--- src/rtl/lsu_pkg.sv ---
// Shared types, funct3 codes and decode helpers for the load/store unit.
package lsu_pkg;

   typedef enum logic [1:0] {
      IDLE      = 2'd0,
      LOAD_WAIT = 2'd1,
      RMW_MERGE = 2'd2,
      RMW_WRITE = 2'd3
   } lsu_state_t;

   localparam logic [2:0] F3_B  = 3'b000;
   localparam logic [2:0] F3_H  = 3'b001;
   localparam logic [2:0] F3_W  = 3'b010;
   localparam logic [2:0] F3_BU = 3'b100;
   localparam logic [2:0] F3_HU = 3'b101;

   function automatic logic is_misaligned(input logic [2:0] funct3, input logic [1:0] addr_lo);
      logic mis;
      case (funct3)
         F3_H, F3_HU: mis = addr_lo[0];
         F3_W:        mis = (addr_lo != 2'b00);
         default:     mis = 1'b0;
      endcase
      return mis;
   endfunction

   function automatic logic is_legal(input logic we, input logic [2:0] funct3);
      logic ok;
      if (we) ok = (funct3 == F3_B) || (funct3 == F3_H) || (funct3 == F3_W);
      else    ok = (funct3 == F3_B) || (funct3 == F3_H) || (funct3 == F3_W) ||
                   (funct3 == F3_BU) || (funct3 == F3_HU);
      return ok;
   endfunction

endpackage

--- src/rtl/lsu_align.sv ---
// Combinational byte/half lane logic: load extraction with extension and
// store merge of a sub-word into an existing memory word.
module lsu_align
   import lsu_pkg::*;
#(
   parameter int unsigned XLEN = 32
) (
   input  logic [XLEN-1:0] mem_rdata,
   input  logic [2:0]      funct3,
   input  logic [1:0]      offset,
   input  logic [XLEN-1:0] new_data,
   output logic [XLEN-1:0] load_data,
   output logic [XLEN-1:0] merged
);

   logic [XLEN-1:0] shifted;
   logic [7:0]      sel_b;
   logic [15:0]     sel_h;

   always_comb begin
      shifted = mem_rdata >> {offset, 3'b000};
      sel_b   = shifted[7:0];
      sel_h   = shifted[15:0];
      case (funct3)
         F3_B:    load_data = {{(XLEN-8){sel_b[7]}}, sel_b};
         F3_H:    load_data = {{(XLEN-16){sel_h[15]}}, sel_h};
         F3_W:    load_data = mem_rdata;
         F3_BU:   load_data = {{(XLEN-8){1'b0}}, sel_b};
         F3_HU:   load_data = {{(XLEN-16){1'b0}}, sel_h};
         default: load_data = '0;
      endcase
   end

   always_comb begin
      merged = mem_rdata;
      case (funct3)
         F3_B:    merged[{offset, 3'b000} +: 8]     = new_data[7:0];
         F3_H:    merged[{offset[1], 4'b0000} +: 16] = new_data[15:0];
         default: merged = new_data;
      endcase
   end

endmodule

--- src/rtl/load_store_unit.sv ---
// RV32I load/store unit in front of a word-wide synchronous SRAM without
// byte enables; sub-word stores are done by read-modify-write.
module load_store_unit
   import lsu_pkg::*;
#(
   parameter int unsigned MEM_AW = 8,
   parameter int unsigned XLEN   = 32
) (
   input  logic              clk,
   input  logic              reset,
   input  logic              req_valid,
   output logic              req_ready,
   input  logic              req_we,
   input  logic [2:0]        req_funct3,
   input  logic [XLEN-1:0]   req_addr,
   input  logic [XLEN-1:0]   req_wdata,
   output logic              rsp_valid,
   output logic [XLEN-1:0]   rsp_rdata,
   output logic              rsp_fault,
   output logic              mem_en,
   output logic              mem_we,
   output logic [MEM_AW-1:0] mem_addr,
   output logic [XLEN-1:0]   mem_wdata,
   input  logic [XLEN-1:0]   mem_rdata
);

   lsu_state_t        state_q, state_d;
   logic [MEM_AW-1:0] addr_q, addr_d;
   logic [1:0]        off_q, off_d;
   logic [2:0]        f3_q, f3_d;
   logic [XLEN-1:0]   wdata_q, wdata_d;
   logic              rsp_valid_q, rsp_valid_d;
   logic              rsp_fault_q, rsp_fault_d;
   logic [XLEN-1:0]   rsp_rdata_q, rsp_rdata_d;

   logic              accept;
   logic              fault;
   logic [XLEN-1:0]   load_data;
   logic [XLEN-1:0]   merged;
   logic              unused_addr_hi;

   assign unused_addr_hi = ^req_addr[XLEN-1:MEM_AW+2];

   lsu_align #(.XLEN(XLEN)) u_align (
      .mem_rdata (mem_rdata),
      .funct3    (f3_q),
      .offset    (off_q),
      .new_data  (wdata_q),
      .load_data (load_data),
      .merged    (merged)
   );

   assign req_ready = (state_q == IDLE) && reset;
   assign accept    = req_valid && req_ready;
   assign fault     = !is_legal(req_we, req_funct3) || is_misaligned(req_funct3, req_addr[1:0]);

   always_comb begin
      state_d     = state_q;
      addr_d      = addr_q;
      off_d       = off_q;
      f3_d        = f3_q;
      wdata_d     = wdata_q;
      rsp_valid_d = 1'b0;
      rsp_fault_d = 1'b0;
      rsp_rdata_d = '0;
      mem_en      = 1'b0;
      mem_we      = 1'b0;
      mem_addr    = addr_q;
      mem_wdata   = wdata_q;
      case (state_q)
         IDLE: begin
            // The SRAM is strobed in the accept cycle, so the address comes straight from the request.
            mem_addr = req_addr[MEM_AW+1:2];
            if (accept) begin
               addr_d  = req_addr[MEM_AW+1:2];
               off_d   = req_addr[1:0];
               f3_d    = req_funct3;
               wdata_d = req_wdata;
               if (fault) begin
                  rsp_valid_d = 1'b1;
                  rsp_fault_d = 1'b1;
               end else if (req_we && (req_funct3 == F3_W)) begin
                  mem_en      = 1'b1;
                  mem_we      = 1'b1;
                  mem_wdata   = req_wdata;
                  rsp_valid_d = 1'b1;
               end else if (req_we) begin
                  mem_en  = 1'b1;
                  state_d = RMW_MERGE;
               end else begin
                  mem_en  = 1'b1;
                  state_d = LOAD_WAIT;
               end
            end
         end
         LOAD_WAIT: begin
            rsp_rdata_d = load_data;
            rsp_valid_d = 1'b1;
            state_d     = IDLE;
         end
         RMW_MERGE: begin
            // Store data register is reused to hold the merged word for the write.
            wdata_d = merged;
            state_d = RMW_WRITE;
         end
         RMW_WRITE: begin
            mem_en      = 1'b1;
            mem_we      = 1'b1;
            rsp_valid_d = 1'b1;
            state_d     = IDLE;
         end
         default: state_d = IDLE;
      endcase
   end

   always_ff @(posedge clk or negedge reset) begin
      if (!reset) begin
         state_q     <= IDLE;
         addr_q      <= '0;
         off_q       <= '0;
         f3_q        <= '0;
         wdata_q     <= '0;
         rsp_valid_q <= 1'b0;
         rsp_fault_q <= 1'b0;
         rsp_rdata_q <= '0;
      end else begin
         state_q     <= state_d;
         addr_q      <= addr_d;
         off_q       <= off_d;
         f3_q        <= f3_d;
         wdata_q     <= wdata_d;
         rsp_valid_q <= rsp_valid_d;
         rsp_fault_q <= rsp_fault_d;
         rsp_rdata_q <= rsp_rdata_d;
      end
   end

   assign rsp_valid = rsp_valid_q;
   assign rsp_fault = rsp_fault_q;
   assign rsp_rdata = rsp_rdata_q;

endmodule

--- config.mk ---
export PLATFORM = sky130hd
export DESIGN_NAME = load_store_unit
export DESIGN_NICKNAME = d
export VERILOG_FILES = /design/src/rtl/lsu_pkg.sv /design/src/rtl/lsu_align.sv /design/src/rtl/load_store_unit.sv
export SDC_FILE = /design/constraint.sdc
export NUM_CORES = 1
export LEC_CHECK = 0
export ABC_AREA = 1
export CAP_MARGIN = 20
export CELL_PAD_IN_SITES_DETAIL_PLACEMENT = 1
export CELL_PAD_IN_SITES_GLOBAL_PLACEMENT = 1
export CORE_MARGIN = 5
export CORE_UTILIZATION = 34
export CTS_CLUSTER_DIAMETER = 30
export DETAILED_ROUTE_END_ITERATION = 7
export HOLD_SLACK_MARGIN = 0.1
export PLACE_DENSITY_LB_ADDON = 0.1
export SLEW_MARGIN = 0
export SYNTH_ARGS = -nofsm -noshare
export SYNTH_HDL_FRONTEND = slang
export SYNTH_HIERARCHICAL = 1
export SYNTH_SLANG_ARGS = --single-unit
--- constraint.sdc ---
create_clock -name clk -period 2.56 [get_ports clk]
set_input_delay 0.256 -clock clk [delete_from_list [all_inputs] [get_ports clk]]
set_output_delay 0.256 -clock clk [all_outputs]
set_load 0.03 [all_outputs]
==> impl_results.md <==
- Pwr/cell area: 1320 nW/um^2
- Routed Antenna Nets: 0
- Final wirelength: 25.5 mm
- Inst Count DP: 1475
- Startpoint Class: flip-flop
- Worst skew pair latency: around 0.36 ns
- Final #Nets: 1350
- Clock buffer depth: 2
- IO Pins: 180
- Slew @ Worst Pin: around 0.80 ns
- Placeable Area: approximately 20000 um^2
- Clock-pin slew on the worst setup and hold paths: 0.07 ns
- Largest net degree at the start of global routing: 75
- Die Footprint: 23300 um^2
- CP Class: reg2out
- Setup_tns: 0 ns
- First-pass GRT wire length: roughly 40 mm
- Routed WL per cell: 16.8 um
- Antenna violations before repair: 0
- Post-Syn Area: 6910 um^2
- TritonCTS clock tree: built
- Routed vias: approximately 7400
- I/O Buffers: around 160
- Static Leakage: approximately 4.7 nW
- Worst path max stage delay: 0.40 ns
- Root Buffer: clkbuf_16
- Setup violations, final: 0
- Final Hold Vio Count: 0
- Layout cells sized above 1: 13.5%
- Syn_area_per_cell: 6.30 um^2
- Dpl hpwl: 18.8 mm
- Die width: 153 um
- Worst Path Arrival: 2.20 ns
- Worst path cell trace: inv_2, ha_4, nand2_2, inv_4, nand2_8, inv_6, nand2_2, nor2_4, buf_6, clkbuf_16, o21ai_1, buf_12
- Clk sink count: 81
- Clk_skew: 0.0130 ns
- Synth area leaders: dfrtp_1 (29%), nand2_1 (19%), nand3_1 (8.8%)
- Crit path time final: approximately 2.5 ns
- Status: completed
- Iteration count of the initial detailed-routing pass: 4
- Syn_nets: between 1000 and 1500
- Layout Cells excl Fill: 1513
- Yosys warns: 6
- Fmax: approximately 400 MHz
- Cell count after synthesis: 1097
- Max IR drop VDD: 505 uV
- DR vias/cell: 4.89
- Yosys top cell area share: 29.3%
- DRC Markers: 0
- 1st-iter DRT viols: roughly 400
- Fillers: 2577
- Final period util: a little over nine tenths
- Number of buffers created by CTS: 9
- MaxCap Viol Count: 0
- Post-synthesis register bit count: 81
- Final hold slack: 0.477 ns
- CP required: 2.30 ns
- Critical-path top delay cell: dfrtp_1
- Die Ht: about 150 um
- Diode count: 0
- Rel. slew slack: 46.9%
- Crit end category: output pin
- GRT Residual Overflow: 0
- Crit path buf inv count: 6
- Crit Path Max Fanout: 6
- GR Util All Layers: a little over a fifth
- RePlAce Congestion: 0.881
- Starting Density: about a third
- Critical Path Most Common Cell: nand2_2
- Cell taking the most area after synthesis: dfrtp_1
- Rows: 52
- Kind of cell adding the most delay to the critical path: buffers and inverters
- Pwr Total: 12.3 mW
- Final core occ: 46.6%
- Vias in the first global route: 7148
- Slew Limit Fails: 0
- Tightest Hold Check Type: in2async
- Count of different cell masters after synthesis: 30
- Area Growth Syn to Fin: 35.4%
- Sequential share of the synthesized area: 29.3%
- H-tree levels: 3
## cell usage in the layout (no fill, tap or decap), types with 2 or more instances in the layout
cell | synthesis | layout
nand2_1 | 357 | 356
inv_1 | 155 | 152
nand3_1 | 121 | 121
clkdlybuf4s50_1 | 0 | 116
o21ai_0 | 88 | 88
dfrtp_1 | 81 | 80
nor2_1 | 73 | 73
buf_4 | 3 | 38
o211ai_1 | 32 | 32
o21ai_2 | 27 | 27
nand2_2 | 24 | 25
a21oi_1 | 23 | 23
buf_12 | 4 | 22
clkbuf_16 | 0 | 12
buf_6 | 19 | 10
nand4_1 | 9 | 9
ha_1 | 9 | 7
dlymetal6s2s_1 | 0 | 7
o21ai_1 | 6 | 6
inv_2 | 3 | 5
nand3_2 | 5 | 5
inv_6 | 0 | 3
nor2_4 | 3 | 3
buf_16 | 0 | 3
inv_4 | 2 | 2
bufinv_16 | 0 | 2
clkinv_1 | 2 | 2
nor3_4 | 2 | 2
## synthesized netlist by cell type
cell type,count
nand4_1,9
nand2_1,357
a21oi_1,23
buf_2,16
o21ai_1,6
clkbuf_1,27
nor3_4,2
o21ai_2,27
nand2_4,1
clkinv_1,2
inv_1,155
buf_4,3
nor2_1,73
inv_4,2
nand2_2,24
o211ai_1,32
nand3_4,1
buf_1,1
buf_8,1
ha_1,9
a31oi_1,1
dfrtp_1,81
nand3_2,5
buf_6,19
nor2_4,3
inv_2,3
o21ai_0,88
nand3_1,121
clkinv_2,1
buf_12,4
## metrics by stage
stage | setup WS (ns) | instance area (um^2)
CTS | 0.00698 | 9140
global route | -0.00623 | 9360
detailed placement | 0.190 | 8670
global placement | 0.198 | 8670
finish | 0.104 | 9360
floorplan | 0.328 | 6910
## state kept, by name, indices dropped and copies added, names as in the netlist
signal and cells:
addr_q 8, rsp_fault 1, f3_q 3, state_q 2, rsp_valid 1, rsp_rdata 32, off_q 2, wdata_q 32
## tightest hold or removal path, cell delays in order
cell and delay, ns:
dlygate4sd3_1 0.53, buf_4 0.14, buf_4 0.30
## final timing paths
path	from	to	slack [ns]	cells after the start
setup / recovery	state_q[0]$_DFFE_PN0P_	mem_wdata[3]	0.10	12
hold / removal	reset	rsp_rdata[24]$_DFF_PN0_	0.48	3
setup reg to reg	off_q[0]$_DFFE_PN0P_	wdata_q[19]$_DFFE_PN0P_	0.34	11
hold reg to reg	addr_q[0]$_DFFE_PN0P_	addr_q[0]$_DFFE_PN0P_	0.49	2
max in group asynchronous	reset	off_q[1]$_DFFE_PN0P_	0.94	4
min in group clk	req_addr[7]	addr_q[5]$_DFFE_PN0P_	0.48	3
## power by group
group	internal [mW]	leakage (nW)	switching, mW
logic	3.17	3.53	5.37
clock network	0.862	0.157	0.576
registers	1.80	1.04	0.543
total	5.84	4.73	6.49
## layout make-up
cell class / instances / area [um^2] / share of cell area [%]
multi-input combinational: 782 / 3780 / 40.4
tap: 270 / 338 / 3.61
sequential: 81 / 2030 / 21.7
inverter: 163 / 626 / 6.68
timing repair buffer: 201 / 2270 / 24.2
clock buffer: 10 / 229 / 2.45
clock inverter: 6 / 91.3 / 0.976
## layer usage
metal	global-route usage, %	part of all wire [%]	wire length (um)	vias to the layer above
met3	3.15	3.5	896	23
met1	31.2	50	12800	3485
met4	5.13	1.5	379	0
li1	-	-	-	3726
met2	32.1	45	11400	159
met5	0	0	0	-
## cells by family after synthesis
family / count (synthesis) / share of synthesized area, %
DFF: 81 / 29.3
and+or+nand+nor: 596 / 37.2
adders and majority gates: 9 / 1.63
AOI/OAI and AO/OA: 177 / 15.5
buffers and inverters: 234 / 16.4
## timing repair
action,in CTS,in global routing
hold buffers,1,0
cloned,3,3
pin swaps,1,3
buffers inserted,3,12
endpoints found under the setup margin,37,39
hold endpoints to repair,25,0
resized for setup,9,22
Note: power is estimated with default switching activity, not from simulation.
